==> config.mk <==
export PLATFORM = sky130hd
export DESIGN_NAME = demux8x32_buf
export DESIGN_NICKNAME = d
export VERILOG_FILES = /design/src/rtl/demux8x32_buf.sv
export SDC_FILE = /design/constraint.sdc
export NUM_CORES = 1
export LEC_CHECK = 0
export ABC_CLOCK_PERIOD_IN_PS = 12600
export CORE_MARGIN = 2
export CORE_UTILIZATION = 47
export DETAILED_ROUTE_END_ITERATION = 6
export DONT_BUFFER_PORTS = 1
export PLACE_DENSITY = 0.74
export SYNTH_ARGS = -nofsm -noshare
export SYNTH_HDL_FRONTEND = slang
export SYNTH_SLANG_ARGS = --single-unit
==> constraint.sdc <==
create_clock -name clk -period 12.6 [get_ports clk]
set_input_delay 3.78 -clock clk [delete_from_list [all_inputs] [get_ports clk]]
set_output_delay 3.78 -clock clk [all_outputs]
set_load 0.02 [all_outputs]
==> src/rtl/demux8x32_buf.sv <==
// Registered 1-to-8 word demultiplexer: one valid/ready producer fans out into
// eight one-entry holding registers, each drained by its own consumer.

module demux8x32_buf_chan #(
  parameter int WIDTH = 32
) (
  input  logic             clk,
  input  logic             rst,
  input  logic             i_wr,
  input  logic             i_drain,
  input  logic [WIDTH-1:0] i_data,
  output logic             o_valid,
  output logic [WIDTH-1:0] o_data
);
  logic             r_valid;
  logic [WIDTH-1:0] r_data;

  // A write wins over a same-cycle drain: the new word replaces the old one.
  always_ff @(posedge clk or posedge rst) begin
    if (rst) begin
      r_valid <= 1'b0;
      r_data  <= '0;
    end else if (i_wr) begin
      r_valid <= 1'b1;
      r_data  <= i_data;
    end else if (i_drain) begin
      r_valid <= 1'b0;
    end
  end

  assign o_valid = r_valid;
  assign o_data  = r_data;
endmodule

module demux8x32_buf #(
  parameter int WIDTH = 32,
  parameter int CNT_W = 16
) (
  input  logic             clk,
  input  logic             rst,
  input  logic             in_valid,
  output logic             in_ready,
  input  logic [2:0]       SEL,
  input  logic [WIDTH-1:0] data_in,
  output logic [7:0]       out_valid,
  input  logic [7:0]       out_ready,
  output logic [WIDTH-1:0] data_out0,
  output logic [WIDTH-1:0] data_out1,
  output logic [WIDTH-1:0] data_out2,
  output logic [WIDTH-1:0] data_out3,
  output logic [WIDTH-1:0] data_out4,
  output logic [WIDTH-1:0] data_out5,
  output logic [WIDTH-1:0] data_out6,
  output logic [WIDTH-1:0] data_out7,
  output logic [CNT_W-1:0] accept_count
);
  localparam int NUM_LANES = 8;

  logic [NUM_LANES-1:0]            w_valid;
  logic [NUM_LANES-1:0]            w_wr;
  logic [NUM_LANES-1:0]            w_drain;
  logic [NUM_LANES-1:0][WIDTH-1:0] w_data;
  logic                            w_acc;
  logic [CNT_W-1:0]                r_cnt;

  // Ready depends only on the target channel, never on in_valid.
  assign in_ready = ~w_valid[SEL] | out_ready[SEL];
  assign w_acc    = in_valid & in_ready;
  assign w_drain  = w_valid & out_ready;

  genvar k;
  generate
    for (k = 0; k < NUM_LANES; k++) begin : g_lane
      assign w_wr[k] = w_acc && (SEL == 3'(k));
      demux8x32_buf_chan #(.WIDTH(WIDTH)) u_chan (
        .clk     (clk),
        .rst     (rst),
        .i_wr    (w_wr[k]),
        .i_drain (w_drain[k]),
        .i_data  (data_in),
        .o_valid (w_valid[k]),
        .o_data  (w_data[k])
      );
    end
  endgenerate

  always_ff @(posedge clk or posedge rst) begin
    if (rst)        r_cnt <= '0;
    else if (w_acc) r_cnt <= r_cnt + 1'b1;
  end

  assign accept_count = r_cnt;
  assign out_valid    = w_valid;
  assign data_out0    = w_data[0];
  assign data_out1    = w_data[1];
  assign data_out2    = w_data[2];
  assign data_out3    = w_data[3];
  assign data_out4    = w_data[4];
  assign data_out5    = w_data[5];
  assign data_out6    = w_data[6];
  assign data_out7    = w_data[7];
endmodule

==> results of run 1 <==
==> final cells by class <==
class	count	area, um^2
inverter	7	33.8
fill	1811	10700
sequential	280	7010
multi-input combinational	340	3530
tap	285	357
clock inverter	11	138
timing repair buffer	4	30.0
clock buffer	38	797
==> flip-flops by register name, summed over array words and instances (netlist names) <==
signal                 flops
g_lane.u_chan.o_data     256
g_lane.u_chan.o_valid      8
accept_count              16
==> cells by family (layout without fill, tap and decap cells) <==
logic type / after synthesis / after routing
and+or+nand+nor: 63 / 63
buffers and inverters: 45 / 60
AOI/OAI and AO/OA: 3 / 3
muxes: 258 / 258
DFF: 280 / 280
xor gates and xnor gates: 15 / 15
adders and majority gates: 1 / 1
==> final timing paths <==
check,start,end,cells after the start
worst max-delay path,out_ready[0],in_ready,3
worst min-delay path,accept_count[4],accept_count[4],1
worst max register to register,g_lane[1].u_chan.o_valid,g_lane[1].u_chan.o_data[4],3
worst min register to register,accept_count[4],accept_count[4],1
max in group asynchronous,rst,g_lane[3].u_chan.o_data[31],2
min in group asynchronous,rst,g_lane[6].u_chan.o_data[19],1
==> power groups by stage <==
stage | logic, mW | registers [mW] | clock network, mW
floorplan | 0.222 | 1.48 | 0
global placement | 0.237 | 1.55 | 0
detailed placement | 0.257 | 1.56 | 0
CTS | 0.258 | 1.54 | 0.846
global route | 0.281 | 1.56 | 0.889
finish | 0.254 | 1.54 | 0.837
==> critical path: stages <==
cell,delay [ps]
sky130_fd_sc_hd__nand2b_1,180
sky130_fd_sc_hd__mux4_2,550
sky130_fd_sc_hd__o21a_1,300
==> Yosys cell counts <==
cell / instances
sky130_fd_sc_hd__and4b_4: 1
sky130_fd_sc_hd__xor2_1: 12
sky130_fd_sc_hd__nand2_1: 13
sky130_fd_sc_hd__nor2b_1: 3
sky130_fd_sc_hd__and4_1: 2
sky130_fd_sc_hd__nor3_1: 3
sky130_fd_sc_hd__clkbuf_1: 12
sky130_fd_sc_hd__buf_2: 16
sky130_fd_sc_hd__nand3_1: 10
sky130_fd_sc_hd__nand4_1: 1
sky130_fd_sc_hd__o211ai_4: 1
sky130_fd_sc_hd__o41ai_4: 1
sky130_fd_sc_hd__and2_1: 1
sky130_fd_sc_hd__mux2_2: 256
sky130_fd_sc_hd__nor4b_1: 1
sky130_fd_sc_hd__nor4bb_1: 2
sky130_fd_sc_hd__xnor2_1: 3
sky130_fd_sc_hd__buf_6: 2
sky130_fd_sc_hd__nand2b_1: 8
sky130_fd_sc_hd__nor3_2: 5
sky130_fd_sc_hd__or2_2: 1
sky130_fd_sc_hd__mux4_2: 1
sky130_fd_sc_hd__nor4_2: 2
sky130_fd_sc_hd__nor2_1: 5
sky130_fd_sc_hd__dfrtp_1: 280
sky130_fd_sc_hd__mux2_1: 1
sky130_fd_sc_hd__and3_1: 5
sky130_fd_sc_hd__ha_1: 1
sky130_fd_sc_hd__buf_4: 8
sky130_fd_sc_hd__o21a_1: 1
sky130_fd_sc_hd__inv_1: 7
==> routing by layer <==
layer	part of all wire, %	global-route usage [%]
met5	0	0
met4	2.6	6.51
met3	10	7.83
met2	50	35.0
met1	37	24.7
==> stage by stage <==
stage	setup slack, ps	power (mW)	util [%]	hold WS (ps)	instance area, um^2
6_report	4000	2.63	52.7	643	11900
5_1_grt	3960	2.73	52.7	667	11900
4_1_cts	4010	2.65	52.7	640	11900
3_5_place_dp	4010	1.81	48.5	631	11000
3_3_place_gp	4020	1.78	48.5	623	11000
2_1_floorplan	1100	1.70	-	474	10700
==> results.md, run 1 <==
Yosys:
- The mapped netlist covers approximately 11000 um^2.
- In the post-synthesis netlist, the biggest area contributors are sky130_fd_sc_hd__dfrtp_1, sky130_fd_sc_hd__mux2_2, sky130_fd_sc_hd__xor2_1.
- The number of register bits inferred by synthesis is 280.
- The fraction of the mapped netlist area in adder cells is less than 1%.
- The post-synthesis share of cell area spent on xor and xnor gates is 1.22%.
- The fraction of synthesized cell area taken by the top area cell type is about two thirds.
- Measured against the total synthesized area, the mux share comes to 27.1%.
- Of all cell types, the one taking the most synthesized area is sky130_fd_sc_hd__dfrtp_1.
- Of the total synthesized cell area, the portion taken by AND, OR, NAND and NOR gates is 3.60%.
- The mean post-synth cell area is 16.2 um^2.
- The Yosys step of the flow raised 0 warnings.
- In this run, distinct cell masters in the synthesized netlist total 31.
- The portion of the post-synthesis area used by sequential elements is 65.2%.
- Synthesis produced a netlist with a net count of 712.
- The compound-cell area share of the yosys netlist is 0.524%.
- By area, the combinational part of the netlist is dominated by multiplexers.
- The cell count after synthesis came out at 665.

GRT:
- The largest net degree at the start of global routing is 135.
- For this run, the total global-route usage over all layers was measured as 20.7%.
- The first global-routing pass estimated 38400 um of wire.
- The aggregate global routing overflow is 0.
- The number of global-route vias before repair is 6017.
- The number of antenna violations at the first check in global routing is 0.

Routing:
- The number of DRC markers after the initial detailed-route iteration is around 210.
- The average routed wire per standard cell is between 20 and 30 um.
- Across all layers, the routed design uses 5635 vias.
- The number of nets still failing antenna checks after routing is 0.
- After detailed routing, the number of remaining DRC violations is 0.
- The routed via count divided by cell count is slightly below 6.
- The first TritonRoute pass finished after 4 iterations.
- The routed wire length is approximately 26000 um.

CTS:
- The number of buffers on the longest clock path is 3.
- The number of buffers inserted by hold repair at cts is 0.
- Buffers inserted during clock tree synthesis total 27.
- The clock tree from TritonCTS is done.
- CTS built an H-tree with a depth of 1.
- The clock root buffer is sky130_fd_sc_hd__clkbuf_16.
- After clock tree synthesis, the clock-pin slew on the worst setup and hold paths is 60 ps.
- In this run, post-CTS repair resized a total of 0 instances.
- The total setup buffers inserted after CTS is 0.
- The clock sink total is 280.
- For the worst-skew pair, the clock arrives at the later sink with an insertion delay of 540 ps.

Placement:
- The half-perimeter wire length after detailed placement is 16800 um.
- The final estimated routing congestion in global placement is 0.819.
- The total placed cells including tap cells is 916.
- Input and output buffers added on the ports amount to 0.

Run:
- The max-capacitance violation count is 0.

Pwr:
- The peak ir drop on the vdd network is 0.131 mV.
- The static leakage is 5.19 nW.
- Internal power comes to 1.76 mW.
- The clock share of power is a little under a third.
- The share of total power in combinational logic is 9.7%.
- The switching part of the total is 33.2%.
- In this run the power spent charging and discharging nets is 0.873 mW.
- The sequential fraction of design power is between 50 and 60%.
- Power spread over the standard cell area amounts to 221 nW/um^2.

Critical path:
- The launching element type of the critical path is an input pin.
- The worst setup path is of the input pin to output port kind.
- STA puts the critical path data arrival time at 4820 ps.
- In this run the worst path has a maximum fanout of 3.
- Across all register-to-register paths, the minimum setup slack is 10250 ps.
- The required time of the critical path is around 8800 ps.
- The worst setup path is captured at an output port.

Floorplanning:
- The floorplan step defined a die boundary enclosing 24100 um^2.
- The total number of placement rows is 55.
- The floorplan step defined a core boundary enclosing 22600 um^2.
- The top-level port count is 327.
- Once the floorplan was initialized, standard cells occupied 47.6% of the core.
- The chip width is 155 um.
- The y dimension of the die is 155 um.

Finish:
- The growth of design area from synthesis to finish is 10.7%.
- The non-filler instance count after layout is about 970.
- The count of nets after finishing is about 700.
- The fraction of final layout cells with drive strength greater than 1 is 48.1%.
- Leaving out fill and tap cells, the most frequent cell in the layout is sky130_fd_sc_hd__dfrtp_1.
- The library cells used most frequently in the layout, excluding fill and tap cells, are sky130_fd_sc_hd__dfrtp_1, sky130_fd_sc_hd__mux2_2, sky130_fd_sc_hd__clkbuf_16, sky130_fd_sc_hd__nand2_1, sky130_fd_sc_hd__xor2_1.
- The number of antenna diodes in the final layout is 0.

STA:
- The total of endpoints with negative setup slack in the final report is 0.
- At the pin with the least slew margin, the transition time is roughly 1200 ps.
- Setup repair after global routing left no endpoint under its margin.
- Adding up every negative setup slack in the final design gives 0 ps.
- The number of slew-limit violations in the final report is 0.
- The clock period minus final worst setup slack is 8600 ps.
- The final critical path takes up 68.2% of the cycle.
- Between clock sinks in the finished design, the worst skew comes to between 20 and 30 ps.
- The number of hold violations in the final report is 0.
- The headroom to the max-slew limit is between 20 and 25%.
- The maximum operating frequency is 116 MHz.

Min path:
- In this run the worst hold path is classified as flop to flop.

Outcome:
- The run finished with clean final reports.
Power figures use the tool's default switching activity.
==> run 2, diff against run 1 <==
ABC_CLOCK_PERIOD_IN_PS = 7400   (was 12600)
PLACE_DENSITY = 0.76   (was 0.74)
clock period = 7.4 ns   (was 12.6 ns; I/O delays follow)
==> run 2 against run 1 <==
  * Total power is 65% higher
  * Clock power increased by 54%
  * Design area fell by 0.80%
  * Sequential cell count stayed put
  * Worst setup slack got worse by 2000 ps
  * Die area unchanged
  * Critical endpoint unchanged
  * Largest cell class unchanged
  * Largest power group unchanged
==> results.md, run 2 (synthesis gave the netlist of run 1 again) <==
GRT:
- The number of antenna violations at the first check in global routing was 0.
- In the global route stage, overall resource usage came out at 20.0%.
- The number of global-route vias before repair is 6273.
- Entering global routing, the biggest net connects 156 pins.
- After global routing the overflow that remains totals 0.
- The global-route wire length before repair is 37500 um.

Floorplanning:
- From bottom edge to top edge, the die measures 155 um.
- The die covers about 24000 um^2.
- The starting utilization of the core area is 47.6%.
- The top-level port count is 327.
- The area of the placeable core is 22600 um^2.
- Measured along the x axis, the die boundary spans around 160 um.
- The total number of placement rows is between 50 and 60.

Pwr:
- Power spread over the standard cell area amounts to 368 nW/um^2.
- For this design the static power due to leakage is 5.12 nW.
- The peak ir drop on the vdd network is about 0.20 mV.

Critical path:
- In this run the register-to-register setup slack is 5120 ps.
- The number of cells on the worst reg-to-reg path is 3.
- STA puts the critical path data arrival time at 3220 ps.
- The critical path launch point is out_ready[2].
- In this run the critical register-to-register path is captured at g_lane[1].u_chan.o_data[11].
- The critical path in this run is classified as input pin to output port.
- The highest net fanout along the worst path is 3.
- The worst setup path is captured at an output port.
- The worst register-to-register path begins at g_lane[1].u_chan.o_valid.
- For the worst setup path, the data required time is a little over 5000 ps.
- The launching element type of the critical path is an input pin.

STA:
- The total of endpoints with negative setup slack in the final report is 0.
- Timing would allow up to 184 MHz.
- The number of hold violations in the final report came to 0.
- The worst path setup slack after routing is 1960 ps.
- The worst path in the final design needs a cycle of about 5400 ps, including I/O delays and setup.
- Setup repair after global routing left no endpoint under its margin.
- The post-route clock period utilization is 73.5%.
- Measured against its own limit, the worst slew margin works out to 23.4%.
- Summed over all failing endpoints, the final setup total negative slack is 0 ps.
- The number of slew-limit violations in the final report is 0.
- The slew at the pin closest to its max-slew limit is 1150 ps.
- Across the routed clock network, the largest skew measured is ~13 ps.

Min path:
- The instance count along the most critical hold path is 1.
- The class of the most critical hold timing path is flop to flop.
- The worst hold path begins at accept_count[4].
- The path with the worst hold slack has its endpoint at accept_count[4].

Finish:
- The commonest non-fill, non-tap cell in the layout is sky130_fd_sc_hd__dfrtp_1.
- The register with the most flip-flops in the layout has roughly 260 of them.
- In the final design database the tool counted about 700 nets.
- The growth of design area from synthesis to finish is 9.78%.
- The number of antenna repair diodes is 0.
- In the layout the commonest cells are sky130_fd_sc_hd__dfrtp_1, sky130_fd_sc_hd__mux2_2, sky130_fd_sc_hd__clkbuf_16, sky130_fd_sc_hd__nand2_1, sky130_fd_sc_hd__xor2_1.
- The fraction of final layout cells with drive strength greater than 1 is between 40 and 50%.
- After routing the design area is approximately 12000 um^2.

Routing:
- Dividing the detail-routed wire length by the instance count gives 25.9 um.
- The routed layout has 5677 vias.
- The routed via count divided by cell count is about 6.
- Once detail routing completed, the nets flagged for antenna violations numbered 0.
- After the first detailed-routing iteration, the DRC count stood at 248.
- The final layout contains routed wiring with a total length of 24900 um.
- The final routed DRC violation total is 0.
- The iteration count of the initial detailed-routing pass is 6.

Placement:
- At the end of routability-driven placement, the weighted congestion stood at about 0.83.
- After detailed placement, the total cell area comes to 11000 um^2.
- The half-perimeter wire length after detailed placement is 16700 um.
- In this run the tool buffered the top-level ports with 0 buffer cells.
- At the placement stage, the worst setup path has a slack of 1970 ps.

CTS:
- At the later pin of the worst-skew pair, clock insertion delay measures 520 ps.
- The clock tree from TritonCTS is done.
- CTS saw 280 sinks.
- Post-CTS repair changed the size of 0 cells.
- The tree is rooted in a sky130_fd_sc_hd__clkbuf_16.
- The clock slew at the register clock pins of the worst setup and hold paths is ~60 ps.
- Clock tree synthesis inserted a total of 27 buffers.
- The number of buffers on the longest clock path is 3.
- Buffers added to address setup during post-CTS repair amount to 0.
- The number of buffers inserted by hold repair at cts is 0.
- The H-tree level count is 1.

Outcome:
- The flow ran to the end, and the final reports show no timing, DRC or antenna violations.

Run:
- Max-cap violations in this run came to 0.
-- run 2: routing by layer --
metal	GRT usage (%)	part of all wire (%)	vias to the layer above
li1	-	-	2328
met1	22.8	36	3022
met2	34.6	50	278
met3	8.05	11	49
met4	6.25	2.4	0
met5	0	0	-
-- run 2: final cells by class --
class	instances	area, um^2
sequential	280	7010
inverter	7	30.0
tap	285	357
multi-input combinational	340	3530
clock buffer	37	723
clock inverter	9	100
fill	1813	10800
timing repair buffer	5	50.0
-- run 2: metrics by stage --
| step | power (mW) | util (%) | hold slack, ps | instances |
|---|---|---|---|---|
| 2_1_floorplan | 2.90 | - | 474 | 665 |
| 3_3_place_gp | 3.03 | 48.6 | 622 | 917 |
| 3_5_place_dp | 3.09 | 48.6 | 627 | 917 |
| 4_1_cts | 4.38 | 52.3 | 636 | 963 |
| 5_1_grt | 4.52 | 52.3 | 666 | 963 |
| 6_report | 4.34 | 52.3 | 636 | 963 |
-- run 2: critical path, stage by stage --
cell and delay (ps):
sky130_fd_sc_hd__nand2b_1 180, sky130_fd_sc_hd__mux4_2 530, sky130_fd_sc_hd__o21a_1 290
-- run 2: worst max-delay path by stage --
stage / cells past startpoint / endpoint
floorplan: 1 / accept_count[0]
global route: 3 / in_ready
CTS: 3 / in_ready
detailed placement: 3 / in_ready
finish: 3 / in_ready
global placement: 3 / in_ready
-- run 2: report_power, final --
part	switching (mW)	internal (mW)	total (mW)
registers	0.747	1.88	2.62
clock network	0.538	0.749	1.29
logic	0.165	0.266	0.431
total	1.45	2.89	4.34
==> run 3, diff against run 2 <==
ABC_CLOCK_PERIOD_IN_PS = 5660   (was 7400)
PLACE_DENSITY = 0.74   (was 0.76)
clock period = 5.66 ns   (was 7.4 ns; I/O delays follow)
==> run 3 against run 2 <==
  * Critical path type unchanged
  * Design area up 0.22%
  * Clock-buffer cell count down 5
  * Sequential power up 31%
  * Hold slack about the same
  * Sequential share of layout area down 0.13 points
  * Total power up 31%
  * Die area unchanged
  * Register-to-register slack worse by 1700 ps
  * Global-route usage up 0.47 points
  * Clock power up 31%
  * Non-clock buffer count up 1
  * Via count down 1.2%
==> results.md, run 3 (synthesis gave the netlist of run 1 again) <==
Floorplanning:
- The starting utilization of the core area is 47.6%.
- During I/O placement, the number of pins put on the boundary was roughly 330.
- The chip width is 155 um.
- The total number of placement rows is 55.
- From bottom edge to top edge, the die measures 155 um.
- The area of the placeable core is between 20000 and 25000 um^2.
- The overall die area is 24100 um^2.

CTS:
- The number of buffers on the longest clock path is 3.
- The clock root buffer is sky130_fd_sc_hd__clkbuf_16.
- The clock sink total is 280.
- The number of buffers created by CTS is 27.
- The clock reaches the later pin of the worst-skew pair after 520 ps.
- The number of setup buffers added after CTS is 0.
- Clock-pin slew was measured on the worst setup and hold paths at approximately 60 ps.
- The clock tree from TritonCTS is done.
- In this run the number of H-tree levels came out at 1.
- Gates resized during post-CTS repair numbered 0.
- The number of buffers inserted by hold repair at cts is 0.

GRT:
- The number of antenna violations at the first check in global routing is 0.
- The aggregate global routing overflow is 0.
- The number of global-route vias before repair is between 6000 and 7000.
- The routing layer with the top usage in global route is met2.
- In the global route stage, met1 resource usage came out at 23.2%.
- Entering global routing, the biggest net connects 146 pins.
- The total global-route track usage is ~20%.
- The first global-routing pass estimated 37900 um of wire.
- For this run, global-route usage on met2 was measured as 35.8%.
- The met3 layer usage reported by global route is 7.49%.

Routing:
- The average routed wire per standard cell is 26.3 um.
- The iteration count of the initial detailed-routing pass is 4.
- The final routed DRC violation total is 0.
- In this run the remaining antenna-violating nets after routing total 0.
- Using the TritonRoute via totals, the vias-per-cell ratio works out to 5.84.
- The number of vias in the routed layout is 5611.
- The number of DRC markers after the initial detailed-route iteration is 301.
- After detailed routing, the total wire length is about 25000 um.

Pwr:
- Registers are responsible for 60.3% of the overall power.
- Net switching is about a third of the power.
- The worst-case IR drop observed on VDD is ~0.27 mV.
- Per report_power, the clock group accounts for between 20 and 30% of the total.
- The analysis attributes to cell leakage a power of 5.14 nW.
- Of the total power, combinational logic draws about 10%.
- The power density over the cells is 481 nW/um^2.
- The internal power of the cells is 3.79 mW.
- The switching power is approximately 1.9 mW.

Finish:
- The fraction of final layout cells with drive strength greater than 1 is 47.9%.
- At the end of the flow, the number of nets in the layout was 709.
- The growth of design area from synthesis to finish is 10.0%.
- The flip-flop count of the largest register, all copies and words added is 256.
- 0 antenna diodes ended up in the layout.
- Leaving out fill and tap cells, the most frequent cells in the layout are sky130_fd_sc_hd__dfrtp_1, sky130_fd_sc_hd__mux2_2, sky130_fd_sc_hd__clkbuf_16, sky130_fd_sc_hd__nand2_1, sky130_fd_sc_hd__xor2_1.
- The commonest non-fill, non-tap cell in the layout is sky130_fd_sc_hd__dfrtp_1.

Critical path:
- The path type of the worst setup path is input pin to output port.
- The data arrival at the endpoint of the critical path is 2740 ps.
- The end of the worst register-to-register path is accept_count[13].
- The slowest library cell on the worst path is sky130_fd_sc_hd__o41ai_4.
- The maximum single-stage delay on the critical path is between 500 and 600 ps.
- The register-to-register path setup slack is between 3000 and 4000 ps.
- The required time of the critical path is 3960 ps.
- Walking the worst path, the cells encountered are and4b_4, o41ai_4, o21a_1.
- The worst reg2reg path startpoint is g_lane[7].u_chan.o_valid.
- The launching element type of the critical path is an input pin.
- The number of cells on the worst reg-to-reg path is 5.
- STA classifies the critical path endpoint as an output port.
- Along the worst path, the maximum fanout reaches 10.

STA:
- Setup repair after global routing left no endpoint under its margin.
- The clock period minus final worst setup slack is 4440 ps.
- The slew at the pin closest to its max-slew limit is 1140 ps.
- Between clock sinks in the finished design, the worst skew comes to 9.52 ps.
- The aggregate negative setup slack is 0 ps.
- The headroom to the max-slew limit is a little under a quarter.
- The worst path setup slack after routing is 1220 ps.
- The maximum operating frequency is around 230 MHz.
- Of the available clock period, the critical path in the final layout requires 78.5%.
- The number of hold violations in the final report is 0.
- The number of slew-limit violations in the final report is 0.
- Setup violations remaining at the end of the flow were counted as 0.

Placement:
- The number of buffer cells added on primary ports is 0.
- Before CTS, the worst setup slack after placement is 1250 ps.
- The half-perimeter wire length after detailed placement is 16700 um.
- The congestion estimate from routability-driven global placement came to 0.803.

Min path:
- The endpoint with the worst hold slack is accept_count[15].
- The min-delay analysis places its worst path in the category flop to flop.
- The startpoint of the worst hold path is accept_count[15].
- Counting instances, the worst hold path has a depth of 1.

Outcome:
- The flow ran to the end, and the final reports show no timing, DRC or antenna violations.

Run:
- Max-cap violations in this run came to 0.
==> run 3: cell types whose count changed in the layout (fill, tap and decap cells not counted) <==
cell / change
sky130_fd_sc_hd__clkbuf_1: -7
sky130_fd_sc_hd__clkbuf_8: +2
sky130_fd_sc_hd__clkinv_2: +1
sky130_fd_sc_hd__buf_12: +1
==> run 3: worst max-delay path by stage <==
stage	start	to	slack, ps	cells past startpoint
5_1_grt	SEL[0]	in_ready	1200	3
3_5_place_dp	SEL[0]	in_ready	1250	3
2_1_floorplan	rst	accept_count[0]	250	1
3_3_place_gp	SEL[0]	in_ready	1250	3
4_1_cts	SEL[0]	in_ready	1230	3
6_report	SEL[0]	in_ready	1220	3
==> run 3: metal layers <==
metal  up-vias  wire length, um
li1       2314                -
met1      2983             9120
met2       260            12900
met3        54             2510
met4         0              664
met5         -                0
==> run 3: per-stage QoR <==
stage | power, mW | hold WS, ps | utilization [%] | instance area, um^2 | std cells
floorplan | 3.79 | 474 | - | 10700 | 665
global placement | 3.97 | 622 | 48.7 | 11000 | 918
detailed placement | 4.04 | 628 | 48.7 | 11000 | 918
CTS | 5.74 | 636 | 52.4 | 11800 | 960
global route | 5.93 | 677 | 52.4 | 11800 | 960
finish | 5.69 | 636 | 52.4 | 11800 | 960
==> run 3: power by group through the flow <==
| stage | registers, mW | clock network (mW) | logic (mW) |
|---|---|---|---|
| after floorplan | 3.29 | 0 | 0.494 |
| after global placement | 3.44 | 0 | 0.524 |
| after detailed placement | 3.47 | 0 | 0.570 |
| after CTS | 3.44 | 1.73 | 0.573 |
| after global routing | 3.48 | 1.82 | 0.624 |
| final | 3.43 | 1.69 | 0.563 |
==> run 3: critical path, delay by kind of cell <==
| kind | cells | cell delay [ps] |
|---|---|---|
| AO/OA/AOI/OAI | 2 | 850 |
| AND/OR/NAND/NOR | 1 | 190 |
==> run 3: layout make-up <==
| cell class | instances | area [um^2] |
|---|---|---|
| fill | 1811 | 10800 |
| sequential | 280 | 7010 |
| multi-input combinational | 340 | 3530 |
| clock buffer | 32 | 724 |
| tap | 285 | 357 |
| clock inverter | 10 | 105 |
| timing repair buffer | 6 | 70.1 |
| inverter | 7 | 30.0 |
